$ cat src/rtl/inference_sequencer.sv
// Inference sequencer: starts the classifier network on a button edge or a captured
// frame, waits for its result strobe (bounded by a timeout) and latches the argmax.
module inference_sequencer #(
    parameter int indexWidth    = 4,
    parameter int valueWidth    = 16,
    parameter int timeoutCycles = 4096
) (
    input  logic                  clk,
    input  logic                  reset,
    input  logic                  startReq,
    input  logic                  frameToggle,
    input  logic                  autoRun,
    input  logic                  maxValid,
    input  logic [indexWidth-1:0] maxIndex,
    input  logic [valueWidth-1:0] maxValue,
    output logic                  NNreset,
    output logic                  NNvalid,
    output logic [indexWidth-1:0] resultIndex,
    output logic [valueWidth-1:0] resultValue,
    output logic                  resultValid,
    output logic                  busy,
    output logic                  timeoutErr,
    output logic [15:0]           inferCount
);
    localparam int              CntW    = $clog2(timeoutCycles);
    localparam logic [CntW-1:0] CntLast = CntW'(timeoutCycles - 1);

    typedef enum logic [2:0] {
        S_IDLE, S_RESET_NN, S_SETTLE, S_START, S_WAIT, S_DONE, S_ERROR
    } state_t;

    state_t                  state_q;
    logic                    pending_q;
    logic                    sync1_q, sync2_q, hist_q;
    logic                    startPrev_q;
    logic [1:0]              fill_q;
    logic [CntW-1:0]         tmoCnt_q;
    logic [indexWidth-1:0]   resultIndex_q;
    logic [valueWidth-1:0]   resultValue_q;
    logic                    resultValid_q;
    logic                    timeoutErr_q;
    logic [15:0]             inferCount_q;

    logic startRise, frameEvt, trigger;

    // The sync chain holds reset values for its first cycles, so events are masked until it has filled.
    assign startRise = startReq & ~startPrev_q;
    assign frameEvt  = (fill_q == 2'd3) & (sync2_q ^ hist_q);
    assign trigger   = startRise | (frameEvt & autoRun);

    assign NNreset     = (state_q == S_RESET_NN);
    assign NNvalid     = (state_q == S_START) | ((state_q == S_WAIT) & ~maxValid);
    assign busy        = (state_q != S_IDLE);
    assign resultIndex = resultIndex_q;
    assign resultValue = resultValue_q;
    assign resultValid = resultValid_q;
    assign timeoutErr  = timeoutErr_q;
    assign inferCount  = inferCount_q;

    always_ff @(posedge clk) begin
        if (reset) begin
            state_q       <= S_IDLE;
            pending_q     <= 1'b0;
            sync1_q       <= 1'b0;
            sync2_q       <= 1'b0;
            hist_q        <= 1'b0;
            startPrev_q   <= 1'b0;
            fill_q        <= 2'd0;
            tmoCnt_q      <= '0;
            resultIndex_q <= '0;
            resultValue_q <= '0;
            resultValid_q <= 1'b0;
            timeoutErr_q  <= 1'b0;
            inferCount_q  <= 16'd0;
        end else begin
            sync1_q     <= frameToggle;
            sync2_q     <= sync1_q;
            hist_q      <= sync2_q;
            startPrev_q <= startReq;
            if (fill_q != 2'd3) fill_q <= fill_q + 2'd1;

            // Triggers outside IDLE are remembered once; DONE overrides this below when it consumes them.
            if (trigger && (state_q != S_IDLE)) pending_q <= 1'b1;

            case (state_q)
                S_IDLE: begin
                    if (trigger || pending_q) begin
                        state_q       <= S_RESET_NN;
                        pending_q     <= 1'b0;
                        resultValid_q <= 1'b0;
                    end
                end
                S_RESET_NN: state_q <= S_SETTLE;
                S_SETTLE:   state_q <= S_START;
                S_START: begin
                    tmoCnt_q <= '0;
                    state_q  <= S_WAIT;
                end
                S_WAIT: begin
                    if (maxValid) begin
                        resultIndex_q <= maxIndex;
                        resultValue_q <= maxValue;
                        resultValid_q <= 1'b1;
                        timeoutErr_q  <= 1'b0;
                        inferCount_q  <= inferCount_q + 16'd1;
                        state_q       <= S_DONE;
                    end else if (tmoCnt_q == CntLast) begin
                        timeoutErr_q <= 1'b1;
                        state_q      <= S_ERROR;
                    end else begin
                        tmoCnt_q <= tmoCnt_q + CntW'(1);
                    end
                end
                S_DONE: begin
                    if (trigger || pending_q) begin
                        state_q       <= S_RESET_NN;
                        resultValid_q <= 1'b0;
                        pending_q     <= pending_q & trigger;
                    end else begin
                        state_q <= S_IDLE;
                    end
                end
                S_ERROR: state_q <= S_IDLE;
                default: state_q <= S_IDLE;
            endcase
        end
    end
endmodule

$ cat config.mk
export PLATFORM = sky130hd
export DESIGN_NAME = inference_sequencer
export DESIGN_NICKNAME = d
export VERILOG_FILES = /design/src/rtl/inference_sequencer.sv
export SDC_FILE = /design/constraint.sdc
export NUM_CORES = 1
export LEC_CHECK = 0
export ABC_AREA = 1
export CORE_ASPECT_RATIO = 1.75
export CORE_MARGIN = 2
export CORE_UTILIZATION = 54
export CTS_CLUSTER_DIAMETER = 40
export DETAILED_ROUTE_END_ITERATION = 6
export PLACE_DENSITY = 0.94
export REMOVE_ABC_BUFFERS = 1
export SLEW_MARGIN = 20
export SYNTH_ARGS = -nofsm -noshare
export SYNTH_HDL_FRONTEND = slang
export SYNTH_SLANG_ARGS = --single-unit
export TNS_END_PERCENT = 50
$ cat constraint.sdc
create_clock -name clk -period 4.9 [get_ports clk]
set_clock_uncertainty 0.2 [all_clocks]
set_input_delay 0.735 -clock clk [delete_from_list [all_inputs] [get_ports clk]]
set_output_delay 0.735 -clock clk [all_outputs]
set_load 0.01 [all_outputs]
Word-level counts from Yosys, hierarchy flattened
Index checks and enable logic that the tools add are counted.
{ "word_totals": {"register_bits": 60, "in_bits": 26, "output_inout_bits": 41, "elab_cells": 70} }
{ "classes": {"add_sub_neg": 3, "eq_ne": 14, "muxes": 17, "bitwise_logic": 10, "n_reduce_logical": 13} }
{ "op_table": {"columns": ["op", "count"], "rows": [
  ["12-bit 2-to-1 mux", 2],
  ["12-bit case mux with 2 select lines", 1],
  ["3-bit case mux with 6 select lines", 1],
  ["16-bit by 1-bit adder with 16-bit output (second input constant)", 1],
  ["12-bit by 1-bit adder with 12-bit output (second input constant)", 1],
  ["12-bit equality test (second input constant)", 1],
  ["2-bit != test (second input constant)", 5],
  ["3-bit 2-to-1 mux", 3],
  ["1-bit 2-to-1 mux", 8],
  ["3-bit by 2-bit equality test with 1-bit output (second input constant)", 2],
  ["3-bit equality test (second input constant)", 2],
  ["2-bit AND reduction", 3],
  ["3-bit AND reduction", 2],
  ["2-bit nonzero test", 3],
  ["1-bit bitwise AND", 5],
  ["1-bit case mux with 2 select lines", 2],
  ["3-bit by 1-bit equality test with 1-bit output (second input constant)", 1],
  ["3-bit zero test", 1],
  ["3-bit by 2-bit != test with 1-bit output (second input constant)", 1],
  ["3-bit nonzero test", 1],
  ["2-bit by 1-bit adder with 2-bit output (second input constant)", 1],
  ["2-bit equality test (second input constant)", 1],
  ["2-bit by 1-bit != test with 1-bit output (second input constant)", 1],
  ["1-bit NOT", 2],
  ["5 further kinds", 6]
]} }

Logic depth before layout (Yosys ltp)
Gate-level depths: netlist of run 1.
{ "logic_depth": {"word_depth": 8, "mapped_depth": 11} }

Worst setup path after synthesis of run 1
Ideal clock, no wire load.
{ "synth_timing": {"path_kind": "input to output", "start": "in maxValid", "end": "out NNvalid", "arrival_time_ns": 1.017, "t_required_ns": 3.965, "setup_slack_ns": 2.948, "cell_stages": 1, "cell_sequence": "o21ai_0"} }
{ "synth_between": {"elab_chain_cells": 3} }
{ "synth_lines": {"columns": ["item", "line", "text"], "rows": [
  ["from (decl)", "13", "input logic maxValid,"],
  ["1-bit NOT", "52", "assign NNvalid = (state_q == S_START) | ((state_q == S_WAIT) & ~maxValid);"],
  ["1-bit bitwise AND", "52", null],
  ["1-bit bitwise OR", "52", null],
  ["to (decl)", "17", "output logic NNvalid,"]
]} }
No other way between the ends.

Final worst setup path of run 1
Same ends and word-level chain as after synthesis.

==> results.py, run 1 <==
metrics = {
    "critical_path": {
        "reg2reg_from": "state_q[2]",
        "worstPathArrival_ns": 1.92,
        "startpoint_type": "input port",
        "crit_start": "maxValid",
        "reg2reg_setup_slack_ns": 2.57,
        "criticalPathCategory": "input port to output pin",
        "worst_setup_path_endpoint": "NNvalid",
        "critical_path.endpoint_type": "output pin",
        "r2r_cells": 7,
        "worst_ep_required_time_ns": 3.96,
        "crit-reg2reg-capture": "tmoCnt_q[3]",
        "worstPathMaxFanout": 3,
    },
    "run": {
        "drv.max_cap_violation_count": 0,
    },
    "clock_tree": {
        "cts_inserted_buffers": 9,
        "cts_h_tree_depth": 3,
        "post_cts.resized_instances": 0,
        "post_cts_hold_buffer_count": 0,
        "clock_path_buffers": 2,
        "cts.root.buffer_cell": "sky130_fd_sc_hd__clkbuf_8",
        "clkSinkCount": 60,
        "clk_pin_slew_worst_paths_ns": 0.06,
        "tritoncts": "yes",
        "worst_skew_pair.late_latency_ns": 0.34,
        "post-cts-setup-buffer-count": 0,
    },
    "hold_path": {
        "holdCritPathClass": "register to register",
    },
    "die": {
        "rows": 35,
        "dieHeight_um": 101,
        "coreArea_um2": 5210,
        "die_x_um": 59.2,
        "initial_utilization": 0.552,
        "pin_count": 67,
        "die-area_um2": 5950,
    },
    "run_status": {
        "run_status": "finished, final reports clean",
    },
    "synth": {
        "postSynthRegisterBits": 60,
        "synth_top_cell_by_area": "sky130_fd_sc_hd__dfxtp_1",
        "syn_inst": 422,
        "synth_area_per_cell_um2": 6.82,
        "yosys_warnings": 0,
        "synth.cell_area_um2": 2880,
        "unique_masters_post_synth": 30,
        "ys_top_cells_by_area": "sky130_fd_sc_hd__dfxtp_1 42%, sky130_fd_sc_hd__nor2_1 13%, sky130_fd_sc_hd__nand2_1 11%, sky130_fd_sc_hd__o21ai_0 5.6%, sky130_fd_sc_hd__inv_1 4.8%",
        "seq_area_frac_synth": 0.417,
        "yosysTopAreaCellShare": 0.417,
    },
    "route": {
        "routed_wirelength_mm": 7.30,
        "drt_pass1_iterations": 4,
        "drtAntennaViolNets": 0,
        "routed-via-count": 2998,
        "drc": 0,
        "post_drt_wl_per_cell_um": 13.4,
        "drt_iter0_markers": 150,
        "vias_per_cell": 5.50,
    },
    "global_routing": {
        "antenna_found_initial": 0,
        "grt_pass1_wl_mm": 12.5,
        "maximum_number_of_pins_on_one_net_before_global_route_repair": 37,
        "first_global_vias": 2998,
        "gr-total-overflow": 0,
        "gr-usage-all-layers": 0.273,
    },
    "placed_design": {
        "hpwl_mm": 5.34,
        "io_buffer_count": 66,
        "place.gp.congestion": 0.955,
    },
    "timing": {
        "rsz_0062_raised_after_global_routing": "false",
        "timing.fmax_mhz": 350,
        "slew_hr": 0.509,
        "totalNegativeSetupSlack_ns": 0,
        "setup_viol_count_final": 0,
        "final-hold-violation-count": 0,
        "final_max_slew_viol_count": 0,
        "finalCriticalPeriod_ns": 2.85,
        "timing_worst_slew_pin_value_ns": 0.736,
        "post-route-period-util": 0.582,
        "whs_ns": 0.200,
    },
    "finish": {
        "layout_common_cells": "103 x sky130_fd_sc_hd__nor2_1, 87 x sky130_fd_sc_hd__nand2_1, 66 x sky130_fd_sc_hd__clkdlybuf4s50_1",
        "seq_area_um2": 1200,
        "multiInputGateArea_um2": 1450,
        "fillerInstances": 388,
        "layout_commonest_cell": "sky130_fd_sc_hd__nor2_1",
        "antennaDiodeCount": 0,
        "design.final.nets": 515,
        "area.growth.synth_to_final_pct": 29.7,
        "drive_gt1_frac": 0.0633,
    },
    "power_and_ir_drop": {
        "p_clk_frac": 0.407,
        "power-per-cell-area_nw_per_um2": 284,
        "seq_power_share": 0.483,
        "worst_ir_drop_vdd_v": 0.000194,
        "power.internal_uw": 800,
        "leakage_uw": 0.00146,
        "switching_power_uw": 260,
        "switching_power_share_of_the_total": 0.245,
        "combPwrFrac": 0.110,
    },
}
==> metal layers <==
layer	part of all wire	GRT usage
met4	0.048	0.192
met5	0	0
met2	0.53	0.460
met1	0.36	0.281
met3	0.053	0.0706
==> how the worst min path moves through the flow <==
stage,start,to,slack [ns],cells past startpoint
2_1_floorplan,sync1_q,sync2_q,0.19,2
3_3_place_gp,sync1_q,sync2_q,0.20,2
3_5_place_dp,sync1_q,sync2_q,0.19,2
4_1_cts,sync1_q,sync2_q,0.20,2
5_1_grt,sync1_q,sync2_q,0.22,2
6_report,sync1_q,sync2_q,0.20,2
==> kinds of logic (layout without fill, tap and decap cells) <==
group | after synthesis | in the layout | share of synthesized area
AND/OR/NAND/NOR | 234 | 234 | 0.349
adder cells (fa/ha/maj) | 3 | 3 | 0.0130
AO/OA/AOI/OAI | 63 | 63 | 0.121
flip-flops | 60 | 60 | 0.417
buffers and inverters | 55 | 123 | 0.0787
XOR/XNOR | 7 | 7 | 0.0213
==> cells in the mapped netlist <==
cell type	number
sky130_fd_sc_hd__xor2_1	1
sky130_fd_sc_hd__a21oi_1	20
sky130_fd_sc_hd__xnor2_1	6
sky130_fd_sc_hd__clkbuf_1	7
sky130_fd_sc_hd__a31oi_1	2
sky130_fd_sc_hd__nor2_2	3
sky130_fd_sc_hd__nand2_1	87
sky130_fd_sc_hd__nor3_1	3
sky130_fd_sc_hd__nand3_4	2
sky130_fd_sc_hd__nand3_1	23
sky130_fd_sc_hd__a211oi_1	2
sky130_fd_sc_hd__ha_1	3
sky130_fd_sc_hd__nand2_4	1
sky130_fd_sc_hd__buf_6	2
sky130_fd_sc_hd__o21ai_0	32
sky130_fd_sc_hd__nand4_1	7
sky130_fd_sc_hd__nor2_8	1
sky130_fd_sc_hd__nor3b_1	2
sky130_fd_sc_hd__inv_2	4
sky130_fd_sc_hd__nor2_1	103
sky130_fd_sc_hd__nand3_2	1
sky130_fd_sc_hd__a21o_1	2
sky130_fd_sc_hd__or2_2	1
sky130_fd_sc_hd__a21oi_2	2
sky130_fd_sc_hd__o21bai_4	1
sky130_fd_sc_hd__buf_2	4
sky130_fd_sc_hd__o21ai_1	2
sky130_fd_sc_hd__inv_1	37
sky130_fd_sc_hd__dfxtp_1	60
sky130_fd_sc_hd__buf_1	1
==> critical path, stage by stage <==
cell and delay (ns):
sky130_fd_sc_hd__clkdlybuf4s50_1 0.45, sky130_fd_sc_hd__o21ai_0 0.18, sky130_fd_sc_hd__clkdlybuf4s50_1 0.56
==> stage by stage <==
| stage | cell area [um2] | total power [uW] | std cells | setup slack, ns | util |
|---|---|---|---|---|---|
| global route | 3730 | 1100 | 545 | 2.00 | 0.717 |
| CTS | 3730 | 1070 | 545 | 2.05 | 0.717 |
| global placement | 3540 | 633 | 530 | 1.91 | 0.680 |
| floorplan | 2810 | 579 | 408 | 2.77 | - |
| detailed placement | 3540 | 639 | 530 | 1.88 | 0.680 |
| finish | 3730 | 1060 | 545 | 2.05 | 0.717 |
==> flip-flops by register name (all words and copies together) (netlist names) <==
name	count
inferCount	16
resultValue	16
tmoCnt_q	12
resultIndex	4
state_q	3
fill_q	2
hist_q	1
pending_q	1
resultValid	1
startPrev_q	1
sync1_q	1
sync2_q	1
timeoutErr	1
==> layout make-up <==
cell class | instances | area share
clock buffers | 11 | 0.0379
well taps | 55 | 0.0184
flip-flops and latches | 60 | 0.322
multi-input cells | 307 | 0.389
inverters | 41 | 0.0412
repair buffers | 67 | 0.179
clock inverters | 4 | 0.0134
==> power groups by stage <==
stage,Combinational (uW),Sequential [uW],Clock (uW)
6_report,117,512,431
5_1_grt,131,513,460
2_1_floorplan,57.6,522,0
3_3_place_gp,112,521,0
4_1_cts,117,511,441
3_5_place_dp,117,522,0
(Power assumes the default switching activity.)
==> inputs of run 2 (changes only) <==
--- a/config.mk
+++ b/config.mk
@@ -8,10 +8,10 @@
 export ABC_AREA = 1
 export CORE_ASPECT_RATIO = 1.75
 export CORE_MARGIN = 2
-export CORE_UTILIZATION = 54
+export CORE_UTILIZATION = 45
 export CTS_CLUSTER_DIAMETER = 40
 export DETAILED_ROUTE_END_ITERATION = 6
-export PLACE_DENSITY = 0.94
+export PLACE_DENSITY = 0.85
 export REMOVE_ABC_BUFFERS = 1
 export SLEW_MARGIN = 20
 export SYNTH_ARGS = -nofsm -noshare
==> constraint.sdc (replaced) <==
create_clock -name clk -period 2.38 [get_ports clk]
set_clock_uncertainty 0.2 [all_clocks]
set_input_delay 0.357 -clock clk [delete_from_list [all_inputs] [get_ports clk]]
set_output_delay 0.357 -clock clk [all_outputs]
set_load 0.01 [all_outputs]
==> results.py, run 2 (synthesized netlist as in run 1, its figures left out) <==
metrics = {
    "finish": {
        "design.final.nets": 520,
        "layout_common_cells": "103 x sky130_fd_sc_hd__nor2_1, 87 x sky130_fd_sc_hd__nand2_1, 66 x sky130_fd_sc_hd__clkdlybuf4s50_1",
        "layout_commonest_cell": "sky130_fd_sc_hd__nor2_1",
        "drive_gt1_frac": 0.0766,
        "fillerInstances": 556,
        "area.growth.synth_to_final_pct": 32.7,
        "fin_util": 0.618,
        "stdcell_area_um2": 3820,
        "antennaDiodeCount": 0,
    },
    "timing": {
        "timing.fmax_mhz": 435,
        "finalCriticalPeriod_ns": 2.30,
        "slew_hr": 0.748,
        "timing_worst_slew_pin_value_ns": 0.377,
        "final-hold-violation-count": 0,
        "rsz_0062_raised_after_global_routing": "false",
        "final_max_slew_viol_count": 0,
        "setup_ws_ns": 0.0792,
        "setup_viol_count_final": 0,
        "post-route-period-util": 0.967,
        "totalNegativeSetupSlack_ns": 0,
    },
    "route": {
        "drc": 0,
        "routed-via-count": 2928,
        "drtAntennaViolNets": 0,
        "post_drt_wl_per_cell_um": 12.5,
        "drt_iter0_markers": 136,
        "drt_pass1_iterations": 4,
        "routed_wirelength_mm": 7.21,
        "vias_per_cell": 5.08,
    },
    "die": {
        "dieHeight_um": 110,
        "die-area_um2": 7080,
        "initial_utilization": 0.466,
        "die_x_um": 64.5,
        "coreArea_um2": 6180,
        "pin_count": 67,
        "rows": 38,
    },
    "clock_tree": {
        "cts_h_tree_depth": 3,
        "clkSinkCount": 60,
        "tritoncts": "yes",
        "post_cts.resized_instances": 0,
        "clock_path_buffers": 2,
        "worst_skew_pair.late_latency_ns": 0.35,
        "cts_inserted_buffers": 9,
        "clk_pin_slew_worst_paths_ns": 0.07,
        "post_cts_hold_buffer_count": 0,
        "cts.root.buffer_cell": "sky130_fd_sc_hd__clkbuf_8",
        "post-cts-setup-buffer-count": 0,
    },
    "critical_path": {
        "criticalPathCategory": "register to output pin",
        "worst_ep_required_time_ns": 1.82,
        "critical_path.endpoint_type": "output pin",
        "r2r_cells": 8,
        "worstPathMaxFanout": 12,
        "worstPathArrival_ns": 1.74,
        "startpoint_type": "register",
    },
    "power_and_ir_drop": {
        "leakage_uw": 0.00150,
        "power-per-cell-area_nw_per_um2": 581,
        "worst_ir_drop_vdd_v": 0.000439,
    },
    "hold_path": {
        "holdCritPathClass": "register to register",
        "holdPathStages": 2,
    },
    "global_routing": {
        "antenna_found_initial": 0,
        "gr-total-overflow": 0,
        "first_global_vias": 2825,
        "maximum_number_of_pins_on_one_net_before_global_route_repair": 32,
        "grt_pass1_wl_mm": 11.9,
        "gr-usage-all-layers": 0.215,
    },
    "placed_design": {
        "post_dp_cell_area_um2": 3610,
        "io_buffer_count": 66,
        "hpwl_mm": 5.24,
        "place.gp.congestion": 0.862,
        "place_ws_ns": 0.229,
    },
    "run": {
        "drv.max_cap_violation_count": 0,
    },
    "run_status": {
        "run_status": "finished, final reports clean",
    },
}
-- run 2: final cells by class --
type	count	area, um2	share of cell area
sequential	60	1200	0.314
timing repair buffer	72	706	0.185
inverter	41	154	0.0403
tap	80	100	0.0262
clock buffer	14	193	0.0504
clock inverter	2	15.0	0.00393
multi-input combinational	307	1450	0.380
-- run 2: stage by stage --
| stage | std cells | power, uW | hold slack (ns) |
|---|---|---|---|
| final | 576 | 2220 | 0.214 |
| after global routing | 576 | 2300 | 0.225 |
| after CTS | 576 | 2230 | 0.218 |
| after detailed placement | 560 | 1320 | 0.207 |
| after global placement | 560 | 1310 | 0.189 |
| after floorplan | 408 | 1190 | 0.188 |
-- run 2: where the power goes --
part | switching (uW) | internal [uW]
registers | 20.9 | 1030
clock network | 402 | 520
logic | 131 | 115
-- run 2: worst max-delay path: stages (launching register included) --
cell,delay (ns)
sky130_fd_sc_hd__dfxtp_1,0.41
sky130_fd_sc_hd__nand3_4,0.22
sky130_fd_sc_hd__o21ai_0,0.21
sky130_fd_sc_hd__clkdlybuf4s50_1,0.56
-- run 2: worst paths after layout --
check | startpoint | endpoint | slack (ns)
worst min register to register | sync1_q | sync2_q | 0.21
worst max-delay path | state_q[2] | NNvalid | 0.08
worst max register to register | tmoCnt_q[0] | state_q[0] | 0.42
worst min-delay path | sync1_q | sync2_q | 0.21
-- run 2: metal layers --
metal,up-vias,track usage,part of all wire,wire length (um)
met4,0,0.132,0.026,187
met1,1356,0.211,0.39,2800
met3,15,0.0491,0.040,290
li1,1479,-,-,-
met5,-,0,0,0
met2,78,0.403,0.55,3930
==> inputs of run 3 (changes only) <==
--- a/config.mk
+++ b/config.mk
@@ -7,7 +7,7 @@
 export LEC_CHECK = 0
 export ABC_AREA = 1
 export CORE_ASPECT_RATIO = 1.75
-export CORE_MARGIN = 2
+export CORE_MARGIN = 10
 export CORE_UTILIZATION = 45
 export CTS_CLUSTER_DIAMETER = 40
 export DETAILED_ROUTE_END_ITERATION = 6
==> results.py, run 3 (synthesized netlist as in run 1, its figures left out) <==
metrics = {
    "critical_path": {
        "critical_path.endpoint_type": "output pin",
        "worst_ep_required_time_ns": 1.82,
        "timing.critical_path.slowest_stage_cell": "sky130_fd_sc_hd__clkdlybuf4s50_1",
        "crit_chain": "inv_2 > nand3_4 > o21ai_1 > clkdlybuf4s50_1",
        "worst_setup_path_endpoint": "NNvalid",
        "crit-reg2reg-capture": "tmoCnt_q[8]",
        "r2r_cells": 8,
        "timing.critical_path.slowest_cell_delay_ns": 0.55,
        "reg2reg_setup_slack_ns": 0.41,
        "startpoint_type": "register",
        "crit_start": "state_q[1]",
        "worstPathArrival_ns": 1.70,
        "reg2reg_from": "tmoCnt_q[0]",
        "criticalPathCategory": "register to output pin",
        "worstPathMaxFanout": 12,
    },
    "die": {
        "initial_utilization": 0.462,
        "pin_count": 67,
        "dieHeight_um": 126,
        "coreArea_um2": 6230,
        "rows": 38,
        "die_x_um": 80.5,
        "die-area_um2": 10100,
    },
    "finish": {
        "area.growth.synth_to_final_pct": 33.0,
        "drive_gt1_frac": 0.0747,
        "stdcell_area_um2": 3830,
        "layout_common_cells": "103 x sky130_fd_sc_hd__nor2_1, 87 x sky130_fd_sc_hd__nand2_1, 66 x sky130_fd_sc_hd__clkdlybuf4s50_1",
        "layout_commonest_cell": "sky130_fd_sc_hd__nor2_1",
        "antennaDiodeCount": 0,
        "design.final.nets": 519,
    },
    "route": {
        "drc": 0,
        "routed-via-count": 2885,
        "vias_per_cell": 5.02,
        "post_drt_wl_per_cell_um": 13.1,
        "drtAntennaViolNets": 0,
        "drt_pass1_iterations": 4,
        "routed_wirelength_mm": 7.53,
        "drt_iter0_markers": 197,
    },
    "timing": {
        "finalCriticalPeriod_ns": 2.26,
        "slew_hr": 0.780,
        "rsz_0062_raised_after_global_routing": "false",
        "totalNegativeSetupSlack_ns": 0,
        "final-hold-violation-count": 0,
        "timing.fmax_mhz": 442,
        "timing_worst_slew_pin_value_ns": 0.331,
        "post-route-period-util": 0.950,
        "setup_viol_count_final": 0,
        "final_max_slew_viol_count": 0,
    },
    "global_routing": {
        "grt_pass1_wl_mm": 12.6,
        "gr-usage-all-layers": 0.151,
        "maximum_number_of_pins_on_one_net_before_global_route_repair": 32,
        "first_global_vias": 2813,
        "antenna_found_initial": 0,
        "gr-total-overflow": 0,
    },
    "clock_tree": {
        "clk_pin_slew_worst_paths_ns": 0.07,
        "cts.root.buffer_cell": "sky130_fd_sc_hd__clkbuf_8",
        "cts_h_tree_depth": 3,
        "clock_path_buffers": 2,
        "worst_skew_pair.late_latency_ns": 0.33,
        "clkSinkCount": 60,
        "cts_inserted_buffers": 9,
        "tritoncts": "yes",
    },
    "run_status": {
        "run_status": "finished, final reports clean",
    },
    "placed_design": {
        "post_dp_cell_area_um2": 3600,
        "io_buffer_count": 66,
        "hpwl_mm": 5.65,
        "place.gp.congestion": 0.871,
    },
    "run": {
        "drv.max_cap_violation_count": 0,
    },
    "hold_path": {
        "holdCritPathClass": "register to register",
    },
    "power_and_ir_drop": {
        "power-per-cell-area_nw_per_um2": 603,
        "worst_ir_drop_vdd_v": 0.000633,
        "leakage_uw": 0.00150,
    },
}
## run 3: cell count changes in the layout (fill, tap and decap cells not counted)
cell                         before  now
sky130_fd_sc_hd__o21ai_0         32   31
sky130_fd_sc_hd__clkinvlp_4       2    3
sky130_fd_sc_hd__clkinv_2         0    1
sky130_fd_sc_hd__buf_4            6    5
sky130_fd_sc_hd__bufinv_16        0    2
sky130_fd_sc_hd__clkbuf_8        14   10
sky130_fd_sc_hd__o21ai_1          2    3
## run 3: worst min-delay path by stage
| stage | startpoint | end | slack (ns) | depth (start not counted) |
|---|---|---|---|---|
| after detailed placement | sync1_q | sync2_q | 0.20 | 2 |
| final | sync1_q | sync2_q | 0.21 | 2 |
| after global placement | sync1_q | sync2_q | 0.20 | 2 |
| after floorplan | sync1_q | sync2_q | 0.19 | 2 |
| after global routing | sync1_q | sync2_q | 0.23 | 2 |
| after CTS | sync1_q | sync2_q | 0.21 | 2 |
## run 3: what timing repair did
item	4_1_cts	5_1_grt
endpoints found under the setup margin	0	1
gates resized for setup	0	1
hold buffers	0	0
buffers inserted	0	0
## run 3: stage by stage
step / power [uW] / instances / setup WS (ns) / hold slack [ns] / utilization
2_1_floorplan: 1190 / 408 / 0.515 / 0.188 / -
3_3_place_gp: 1310 / 559 / 0.298 / 0.195 / 0.579
3_5_place_dp: 1320 / 559 / 0.297 / 0.204 / 0.579
4_1_cts: 2340 / 575 / 0.0757 / 0.214 / 0.615
5_1_grt: 2410 / 575 / 0.0253 / 0.226 / 0.615
6_report: 2310 / 575 / 0.120 / 0.213 / 0.615
## run 3: layout make-up
type	instances	area, um2
clock buffer	10	138
clock inverter	6	87.6
timing repair buffer	71	698
tap	80	100
inverter	41	154
multi-input combinational	307	1450
sequential	60	1200
fill	531	2400
## run 3: routing by layer
metal / up-vias / global-route usage / wire, um
met5: - / 0 / 0
met4: 0 / 0.0688 / 123
met3: 11 / 0.0548 / 509
met2: 64 / 0.271 / 4000
met1: 1331 / 0.146 / 2900
li1: 1479 / - / -
## run 3: critical path, delay by kind of cell (launching register included)
kind / cells / cell delay (ns)
simple gates: 1 / 0.18
flops: 1 / 0.35
buf+inv: 2 / 0.65
compound gates: 1 / 0.18
## run 3: power breakdown
| part | internal [uW] | switching [uW] |
|---|---|---|
| Sequential | 1030 | 20.3 |
| Combinational | 114 | 130 |
| Clock | 615 | 400 |
